$ cat src/rtl/btn_pkg.sv
// Shared types and sizing helpers for the push-button debouncer.
package btn_pkg;

  typedef enum logic [1:0] {
    RELEASED     = 2'd0,
    WAIT_PRESS   = 2'd1,
    PRESSED      = 2'd2,
    WAIT_RELEASE = 2'd3
  } state_t;

  // Counter width able to hold 0..n-1, never narrower than one bit.
  function automatic int unsigned cnt_width(input int unsigned n);
    return (n < 2) ? 1 : $clog2(n);
  endfunction

endpackage

$ cat src/rtl/sync_2ff.sv
// Two-flop synchronizer for an asynchronous single-bit input, reset to 0.
module sync_2ff (
  input  logic clk,
  input  logic rst_n,
  input  logic d,
  output logic q
);

  logic meta;

  always_ff @(posedge clk or negedge rst_n) begin
    if (!rst_n) begin
      meta <= 1'b0;
      q    <= 1'b0;
    end else begin
      meta <= d;
      q    <= meta;
    end
  end

endmodule

$ cat src/rtl/btn_debouncer.sv
// Push-button conditioner: synchronize, debounce, and emit press/release/repeat strobes.
module btn_debouncer
  import btn_pkg::*;
#(
  parameter int unsigned DEBOUNCE_CYCLES = 100000,
  parameter int unsigned REPEAT_EN       = 0,
  parameter int unsigned HOLD_DELAY      = 50000000,
  parameter int unsigned REPEAT_PERIOD   = 10000000
) (
  input  logic i_clk,
  input  logic i_reset_n,
  input  logic i_btn,
  output logic o_btn_level,
  output logic o_btn_pulse,
  output logic o_btn_release
);

  localparam int unsigned DW = cnt_width(DEBOUNCE_CYCLES);
  localparam logic [DW-1:0] DCNT_LAST = DW'(DEBOUNCE_CYCLES - 1);

  state_t        state;
  state_t        state_nxt;
  logic [DW-1:0] dcnt;
  logic [DW-1:0] dcnt_nxt;
  logic          btn_s;
  logic          level_c;
  logic          press_c;
  logic          release_c;
  logic          rpt_c;

  sync_2ff u_sync (
    .clk   (i_clk),
    .rst_n (i_reset_n),
    .d     (i_btn),
    .q     (btn_s)
  );

  // State and debounce counter registers.
  always_ff @(posedge i_clk or negedge i_reset_n) begin
    if (!i_reset_n) begin
      state <= RELEASED;
      dcnt  <= '0;
    end else begin
      state <= state_nxt;
      dcnt  <= dcnt_nxt;
    end
  end

  // Next-state: a level change is accepted only after DEBOUNCE_CYCLES stable samples.
  always_comb begin
    state_nxt = state;
    dcnt_nxt  = dcnt;
    case (state)
      RELEASED: begin
        if (btn_s) begin
          state_nxt = WAIT_PRESS;
          dcnt_nxt  = '0;
        end
      end
      WAIT_PRESS: begin
        if (!btn_s)                state_nxt = RELEASED;
        else if (dcnt == DCNT_LAST) state_nxt = PRESSED;
        else                       dcnt_nxt  = dcnt + DW'(1);
      end
      PRESSED: begin
        if (!btn_s) begin
          state_nxt = WAIT_RELEASE;
          dcnt_nxt  = '0;
        end
      end
      WAIT_RELEASE: begin
        if (btn_s)                 state_nxt = PRESSED;
        else if (dcnt == DCNT_LAST) state_nxt = RELEASED;
        else                       dcnt_nxt  = dcnt + DW'(1);
      end
      default: begin
        state_nxt = RELEASED;
        dcnt_nxt  = '0;
      end
    endcase
  end

  // Output decode from the transition being taken, so the registered outputs line up with it.
  always_comb begin
    level_c   = 1'b0;
    press_c   = 1'b0;
    release_c = 1'b0;
    level_c   = (state_nxt == PRESSED) || (state_nxt == WAIT_RELEASE);
    press_c   = (state == WAIT_PRESS) && (state_nxt == PRESSED);
    release_c = (state == WAIT_RELEASE) && (state_nxt == RELEASED);
  end

  generate
    if (REPEAT_EN != 0) begin : g_repeat
      localparam int unsigned RW = cnt_width(HOLD_DELAY);
      localparam logic [RW-1:0] RCNT_LAST   = RW'(HOLD_DELAY - 1);
      localparam logic [RW-1:0] RCNT_RELOAD = RW'(HOLD_DELAY - REPEAT_PERIOD);

      logic [RW-1:0] rcnt;

      // Repeats fire only while staying in PRESSED; leaving on the same cycle suppresses it.
      assign rpt_c = (state == PRESSED) && (state_nxt == PRESSED) && (rcnt == RCNT_LAST);

      always_ff @(posedge i_clk or negedge i_reset_n) begin
        if (!i_reset_n) begin
          rcnt <= '0;
        end else if (press_c) begin
          rcnt <= '0;
        end else if (rpt_c) begin
          rcnt <= RCNT_RELOAD;
        end else if (((state == PRESSED) || (state == WAIT_RELEASE)) && (rcnt != RCNT_LAST)) begin
          rcnt <= rcnt + RW'(1);
        end
      end
    end else begin : g_no_repeat
      assign rpt_c = 1'b0;
    end
  endgenerate

  always_ff @(posedge i_clk or negedge i_reset_n) begin
    if (!i_reset_n) begin
      o_btn_level   <= 1'b0;
      o_btn_pulse   <= 1'b0;
      o_btn_release <= 1'b0;
    end else begin
      o_btn_level   <= level_c;
      o_btn_pulse   <= press_c | rpt_c;
      o_btn_release <= release_c;
    end
  end

endmodule
$ cat config.mk
export PLATFORM = sky130hd
export DESIGN_NAME = btn_debouncer
export DESIGN_NICKNAME = d
export VERILOG_FILES = /design/src/rtl/btn_pkg.sv /design/src/rtl/sync_2ff.sv /design/src/rtl/btn_debouncer.sv
export SDC_FILE = /design/constraint.sdc
export NUM_CORES = 1
export LEC_CHECK = 0
export BUFFER_PORTS_ARGS = -buffer_cell sky130_fd_sc_hd__buf_4
export CAP_MARGIN = 20
export CORE_ASPECT_RATIO = 1.4
export CORE_MARGIN = 3
export CORE_UTILIZATION = 42
export CTS_BUF_LIST = sky130_fd_sc_hd__clkbuf_8
export DETAILED_ROUTE_END_ITERATION = 7
export GPL_TIMING_DRIVEN = 0
export PLACE_DENSITY = 0.71
export SYNTH_ARGS = -nofsm -noshare
export SYNTH_HDL_FRONTEND = slang
export SYNTH_SLANG_ARGS = --single-unit
$ cat constraint.sdc
create_clock -name i_clk -period 2.01 [get_ports i_clk]
set_clock_uncertainty 0.05 [all_clocks]
set_input_delay 0.1005 -clock i_clk [delete_from_list [all_inputs] [get_ports i_clk]]
set_output_delay 0.1005 -clock i_clk [all_outputs]
set_load 0.05 [all_outputs]
Word level (Yosys, flattened, before mapping). Index checks and enable logic that the tools add are counted. Widths: inputs -> output; s select.

$add $sub $neg: 1. Mux-type cells: 13. Reductions and logical operators: 6. Equality and inequality tests: 10.

Operators with widths (number): $mux 17 (5); $pmux 17 s4 (1); $add 17x1->17 const B (1); $eq 17x17->1 const B (1); $mux 2 (6); $eq 2x2->1 const B (4); $pmux 2 s4 (1); $logic_not 2->1 (2); $ne 2x1->1 const B (2); $ne 2x2->1 const B (2); $reduce_and 4->1 (1); $eq 2x1->1 const B (1); $logic_and 1x1->1 (2); $logic_or 1x1->1 (1).

Flip-flop bits (word level): 24. Input port bits: 3.

Longest topological paths before layout. Gate-level depths: netlist of run 1.

Depth in word-level cells: 6. Gate-level depth with buffers: 6. Mapped depth without buffers: 5.

Modules after synthesis. From an unflattened synthesis of run 1, not the netlist that was laid out.

Cell total of the unflattened synthesis: 118. Area total of the unflattened synthesis: 1169.9 µm².

By module, submodules not included: btn_debouncer (cells an instance 116, instances 1, area an instance 1119.8 µm²); sync_2ff (cells an instance 2, instances 1, area an instance 50.0 µm²).

Worst setup path after synthesis of run 1. No wires, ideal clock.

Path kind: flip-flop to flip-flop. Start: reg o_btn_level (netlist name). End: reg dcnt[13]. Arrival time: 2068 ps. Required time: 1882 ps. Path slack: -185 ps. Stages on the path, launching flop included: 6. Buffers on the path: 1. Cells stage by stage: dfrtp_1 xnor2_1 or4_1 clkbuf_1 or3_1 a21oi_1.

RTL lines: end signal: assignment (line btn_debouncer.sv:45) `dcnt <= dcnt_nxt;`; end: declaration (line btn_debouncer.sv:23) `logic [DW-1:0] dcnt;`.

==> impl_metrics.env, run 1 <==
export IMPL_status="complete, no violations"
export IMPL_max_freq_mhz=521.6
export IMPL_grt_busiest_layer="met2"
export IMPL_clock_latency_ns=0.26
export IMPL_antenna_found_initial=0
export IMPL_power_density_nw_per_um2=634.2
export IMPL_die_w_um=51.88
export IMPL_fin_crit_ns=1.917
export IMPL_grt_first_pass_wirelength_mm=4.629
export IMPL_clock_path_buffers=2
export IMPL_drt_iter0_drc=28
export IMPL_use_met3_pct=2.559
export IMPL_synth_common_cells="dfrtp_1 (23), nand2_1 (11), o21ai_0 (9)"
export IMPL_synth_most_common_cell="dfrtp_1"
export IMPL_cp_startpoint="o_btn_level"
export IMPL_grt_start_max_net_pins=24
export IMPL_port_buffers=5
export IMPL_synth_flop_cell="dfrtp_1"
export IMPL_place_congestion=0.8610
export IMPL_syn_to_final_growth_pct=15.77
export IMPL_cts_tree="yes"
export IMPL_grt_pass1_vias=967
export IMPL_slowest_stage="or4_4"
export IMPL_drv_slew=0
export IMPL_cts_buffers=3
export IMPL_async_reset_ff_share_pct=100.0
export IMPL_ys_seq_area_share_pct=46.51
export IMPL_grtUsageMet1_pct=21.72
export IMPL_nNetsFinal=144
export IMPL_crit_path_max_incr_delay_ns=0.60
export IMPL_rows=22
export IMPL_firstDrtPassIters=4
export IMPL_syn_instance_count=128
export IMPL_yosys_top_cells_area="dfrtp_1 (47%), nand4_1 (4.0%), o21ai_0 (3.6%), nand2_1 (3.3%), or3_1 (2.5%)"
export IMPL_internal_power_uw=671.9
export IMPL_crit_path_end_kind="register"
export IMPL_fin_cells=175
export IMPL_fin_crit_sh_pct=95.37
export IMPL_root_buffer="clkbuf_8"
export IMPL_clkSinkCount=23
export IMPL_synth_area_um2=1237
export IMPL_relSlewSlack_pct=67.38
export IMPL_power_frac_clock_pct=31.2
export IMPL_crit_path_start_kind="register"
export IMPL_place_inst=169
export IMPL_synth_edf_count=0
export IMPL_layout_drive_gt1_share_pct=21.58
export IMPL_leakage_uw=0.0005992
export IMPL_pin_count=6
export IMPL_met2_usage_pct=27.27
export IMPL_ant_nets=0
export IMPL_p_sw_share_pct=26.05
export IMPL_synth_top_cell_by_area="dfrtp_1"
export IMPL_path_buf_inv=0
export IMPL_multiInputGateArea_um2=653.1
export IMPL_start_util_pct=45.41
export IMPL_final_setup_viol_count=0
export IMPL_power_frac_comb_pct=12.2
export IMPL_cts_htree_levels=1
export IMPL_hold_viol=0
export IMPL_maxCapViolations=0
export IMPL_cts_reportedPaths_clkPinSlew_ns=0.08
export IMPL_syn_avg_cell_area_um2=9.667
export IMPL_critPathMaxFanout=7
export IMPL_hpwl_mm=1.904
export IMPL_hold_path_class="primary input to asynchronous set/reset pin"
export IMPL_global_route_overflow_total=0
export IMPL_ys_warn_count=0
export IMPL_crit_family="simple AND/OR/NAND/NOR gates"
export IMPL_drc_errors=0
export IMPL_via_per_inst=6.143
export IMPL_wl_mm=2.708
export IMPL_yosysTopAreaCellShare_pct=46.51
export IMPL_ir_drop_uv=491.9
export IMPL_rsz0062_at_grt="yes"
export IMPL_antenna_cells=0
export IMPL_worstPathRequired_ns=2.14
export IMPL_fin_setup_tns_ns=0
export IMPL_power_frac_seq_pct=56.5
export IMPL_path_cells="xnor2_2, or4_4, or3_1, a21oi_1"
export IMPL_switching_power_uw=236.7
export IMPL_tightestPinTransition_ns=0.4893
export IMPL_grtUsageTotal_pct=16.56
export IMPL_dr_total_vias=1075
export IMPL_core_area_um2=2725
export IMPL_reg2reg_from="o_btn_level"
export IMPL_synth_distinct_cells=39
export IMPL_fill_cells=250
export IMPL_die_y_um=70.23
export IMPL_wl_per_cell_um=15.47
export IMPL_crit_type="register to register"
export IMPL_regArea_um2=580.6
export IMPL_worstPathArrival_ns=2.05
export IMPL_syn_nets=132
export IMPL_ys_ff_latch=23
export IMPL_dieArea_um2=3643
[per-layer routing]
layer	up-vias	share of wire, %	wire length (um)
met1	534	43	1168
li1	511	-	-
met5	-	0	0
met4	0	1.6	42
met3	5	4.1	111
met2	25	51	1386
[layout make-up]
cell class | instances | share of cell area [%]
Timing Repair Buffer | 9 | 5.066
Clock buffer | 3 | 2.882
Inverter | 5 | 1.310
Buffer | 4 | 1.135
Clock inverter | 1 | 0.3493
Sequential cell | 23 | 40.52
Tap cell | 36 | 3.144
Multi-Input combinational cell | 94 | 45.59
[logic make-up (layout without fill, tap and decap cells)]
group	after synthesis	count (layout)	synth area share (%)
XOR/XNOR	3	3	2.124
buffers and inverters	11	22	3.438
AND/OR/NAND/NOR	55	55	25.78
adder cells (fa/ha/maj)	1	1	1.011
flip-flops	23	23	46.51
AO/OA/AOI/OAI	30	30	16.89
multiplexers	5	5	4.247
[worst register-to-register path, delay by kind of cell, from the launching register on]
family          cells  cell delay [ns]
simple gates        2             0.96
flops               1             0.46
compound gates      1             0.18
xor+xnor            1             0.20
[worst paths after layout]
path | endpoint | slack, ns | cells past startpoint
setup / recovery | dcnt[15] | 0.09 | 4
hold / removal | dcnt[14] | 0.21 | 2
setup reg to reg | dcnt[15] | 0.09 | 4
hold reg to reg | u_sync.q | 0.32 | 0
max in group asynchronous | dcnt[5] | 1.46 | 2
min in group i_clk | u_sync.q | 0.32 | 0
[layout by cell type (no fill, tap or decap), types with 4 or more instances in the layout]
cell / instances
o21ai_0: 8
nand3_1: 6
dfrtp_2: 4
inv_1: 5
or3_1: 4
nor2_1: 5
nand2_1: 10
dfrtp_1: 19
nand4_1: 8
buf_4: 7
[through the flow]
| step | power (uW) | hold WS, ns | cell area (um^2) | setup WS (ns) | util [%] |
|---|---|---|---|---|---|
| after global routing | 956.5 | 0.2383 | 1433 | -0.002696 | 52.57 |
| final | 908.6 | 0.2063 | 1433 | 0.09300 | 52.57 |
| after global placement | 620.2 | -0.04359 | 1329 | -0.1733 | 48.76 |
| after floorplan | 591.8 | -0.2451 | 1246 | 0.008329 | - |
| after detailed placement | 627.2 | -0.03847 | 1329 | -0.2464 | 48.76 |
| after CTS | 915.8 | 0.2170 | 1399 | -0.02284 | 51.33 |
[state kept, by name, summed over array words and instances (netlist names)]
signal / count
o_btn_pulse: 1
dcnt: 17
o_btn_level: 1
o_btn_release: 1
u_sync.q: 1
state: 1
u_sync.meta: 1
[power by group through the flow]
stage	combinational, uW	sequential [uW]	clock (uW)
floorplan	76.3	516	0
global placement	101	519	0
detailed placement	105	522	0
CTS	109	513	294
global route	127	520	309
finish	111	514	284
[timing repair]
item | CTS | global route
resized for setup | 5 | 5
hold endpoints to repair | 24 | 0
hold buffers | 2 | 0
buffers inserted | 0 | 2
pin swaps | 0 | 1
endpoints found under the setup margin | 6 | 10
No activity file was read; power rests on OpenSTA's default activity.
==> run 2, diff against run 1 <==
Settings changed: ABC_AREA set to 1.
==> impl_metrics.env, run 2 <==
export IMPL_grt_first_pass_wirelength_mm=5.112
export IMPL_cts_resized=0
export IMPL_root_buffer="clkbuf_8"
export IMPL_syn_avg_cell_area_um2=7.112
export IMPL_dieArea_um2=3888
export IMPL_syn_to_final_growth_pct=11.29
export IMPL_layout_commonest_cell="nand2_1"
export IMPL_port_buffers=5
export IMPL_hold_path_class="primary input to asynchronous set/reset pin"
export IMPL_r2r_slack_ns=0.35
export IMPL_power_density_nw_per_um2=561.2
export IMPL_ys_ff_latch=23
export IMPL_p_sw_share_pct=24.03
export IMPL_drt_iter0_drc=46
export IMPL_hold_viol=0
export IMPL_synth_most_common_cell="nand2_1"
export IMPL_reg2reg_from="dcnt[0]"
export IMPL_ys_warn_count=0
export IMPL_fin_crit_sh_pct=82.71
export IMPL_worst_r2r_path_depth=7
export IMPL_regArea_um2=575.6
export IMPL_worstPathArrival_ns=1.81
export IMPL_fin_setup_tns_ns=0
export IMPL_crit_type="register to register"
export IMPL_wl_per_cell_um=12.20
export IMPL_power_frac_comb_pct=6.8
export IMPL_multiInputGateArea_um2=664.4
export IMPL_syn_instance_count=187
export IMPL_async_reset_ff_share_pct=100.0
export IMPL_pre_cts_slack_ns=0.3621
export IMPL_start_util_pct=45.31
export IMPL_layout_drive_gt1_share_pct=8.081
export IMPL_syn_nets=191
export IMPL_synth_top_cell_by_area="dfrtp_1"
export IMPL_rr_endpoint="dcnt[16]"
export IMPL_synth_edf_count=0
export IMPL_wl_mm=2.868
export IMPL_worstPathRequired_ns=2.16
export IMPL_power_frac_seq_pct=58.0
export IMPL_yosys_top_cells_area="dfrtp_1 (43%), nand2_1 (16%), nor2_1 (7.9%), nand3_1 (7.1%), o21ai_1 (5.3%)"
export IMPL_final_util_pct=50.43
export IMPL_clkSinkCount=23
export IMPL_synth_distinct_cells=21
export IMPL_synth_common_cells="nand2_1 (56), nor2_1 (28), dfrtp_1 (23)"
export IMPL_largest_reg_flops=17
export IMPL_global_route_overflow_total=0
export IMPL_final_setup_viol_count=0
export IMPL_max_freq_mhz=601.5
export IMPL_via_per_inst=5.119
export IMPL_core_area_um2=2935
export IMPL_relSlewSlack_pct=67.87
export IMPL_cts_htree_levels=1
export IMPL_crit_path_end_kind="register"
export IMPL_maxCapViolations=0
export IMPL_rsz0062_at_grt="no"
export IMPL_clock_latency_ns=0.27
export IMPL_grt_start_max_net_pins=24
export IMPL_final_cell_mix="nand2_1 (56), nor2_1 (28), dfrtp_1 (23), nand3_1 (19), inv_1 (17)"
export IMPL_synth_area_um2=1330
export IMPL_power_frac_clock_pct=35.2
export IMPL_critPathMaxFanout=4
export IMPL_cts_buffers=3
export IMPL_antenna_cells=0
export IMPL_place_congestion=0.9215
export IMPL_internal_power_uw=631.0
export IMPL_fill_cells=307
export IMPL_grtUsageTotal_pct=17.41
export IMPL_crit_path_end="dcnt[16]"
export IMPL_ys_seq_area_share_pct=43.27
export IMPL_drv_slew=0
export IMPL_antenna_found_initial=0
export IMPL_leakage_uw=0.0006464
export IMPL_drc_errors=0
export IMPL_nNetsFinal=203
export IMPL_pin_count=6
export IMPL_cts_reportedPaths_clkPinSlew_ns=0.09
export IMPL_switching_power_uw=199.6
export IMPL_status="complete, no violations"
export IMPL_fin_ws_ns=0.3474
export IMPL_ir_drop_uv=239.7
export IMPL_ant_nets=0
export IMPL_clock_path_buffers=2
export IMPL_top_register="dcnt"
export IMPL_grt_pass1_vias=1174
export IMPL_dr_total_vias=1203
export IMPL_die_w_um=53.56
export IMPL_fin_crit_ns=1.663
export IMPL_synth_flop_cell="dfrtp_1"
export IMPL_cp_startpoint="dcnt[0]"
export IMPL_cts_tree="yes"
export IMPL_firstDrtPassIters=4
export IMPL_yosysTopAreaCellShare_pct=43.27
export IMPL_hpwl_mm=2.181
export IMPL_crit_path_start_kind="register"
export IMPL_tightestPinTransition_ns=0.4820
export IMPL_rows=23
export IMPL_die_y_um=72.59
[run 2: cell types whose count changed in the layout (fill, tap and decap cells not counted), sizes merged, moves of 5 or more]
| cell | change |
|---|---|
| nand2 | +47 |
| nor2 | +24 |
| nand3 | +13 |
| inv | +12 |
| o21ai | +8 |
| or3 | -5 |
| xor2 | +5 |
[run 2: layout make-up]
type	instances	area share (%)
multi-input cells	143	44.89
flip-flops and latches	23	38.88
inverters	17	4.311
repair buffers	7	3.888
well taps	37	3.128
clock buffers	3	2.790
plain buffers	4	1.775
clock inverters	1	0.3381
[run 2: worst min path at each step]
stage / from / slack [ns] / depth (start not counted) / end
finish: i_reset_n / 0.21 / 2 / state[0]
global route: i_reset_n / 0.24 / 2 / dcnt[2]
CTS: i_reset_n / 0.22 / 2 / u_sync.q
detailed placement: i_reset_n / -0.04 / 1 / u_sync.q
global placement: i_reset_n / -0.04 / 1 / u_sync.q
floorplan: i_reset_n / -0.25 / 0 / dcnt[0]
[run 2: cell families (layout without fill, tap and decap cells)]
group	after synthesis	count (layout)	share of synthesized area (%)
AND/OR/NAND/NOR	116	116	37.16
flip-flops	23	23	43.27
buffers and inverters	21	32	6.773
AO/OA/AOI/OAI	20	20	7.902
XOR/XNOR	6	6	3.951
adder cells (fa/ha/maj)	1	1	0.9406
[run 2: repair_timing]
item | 4_1_cts | 5_1_grt
setup endpoints to repair | 0 | 0
buffers inserted | 0 | 0
hold endpoints to repair | 24 | 0
hold buffers | 2 | 0
[run 2: per-layer routing]
| layer | global-route usage, % | share of wire (%) | vias to the layer above |
|---|---|---|---|
| met2 | 30.83 | 51 | 27 |
| met4 | 6.250 | 1.7 | 0 |
| met3 | 2.045 | 3.5 | 7 |
| met5 | 0 | 0 | - |
| li1 | - | - | 627 |
| met1 | 20.99 | 44 | 542 |
[run 2: per-stage QoR]
step | power [uW] | cells | hold WS, ns | area [um^2]
global placement | 544.9 | 229 | -0.04054 | 1414
CTS | 840.6 | 235 | 0.2239 | 1480
floorplan | 522.4 | 187 | -0.2451 | 1330
finish | 830.6 | 235 | 0.2149 | 1480
detailed placement | 546.2 | 229 | -0.03835 | 1414
global route | 868.9 | 235 | 0.2440 | 1480
[run 2: critical path: stages, from the launching register on]
cell     delay [ns]
dfrtp_1        0.40
ha_1           0.22
nand2_1        0.10
nor2_1         0.25
nand2_1        0.15
o21ai_0        0.18
nand3_1        0.11
o21ai_1        0.13
[run 2: power groups by stage]
stage	logic, uW	registers (uW)	clock network (uW)
floorplan	33.9	489	0
detailed placement	54.9	491	0
global route	65.5	483	320
finish	56.4	482	292
CTS	58.3	482	300
global placement	53.9	491	0
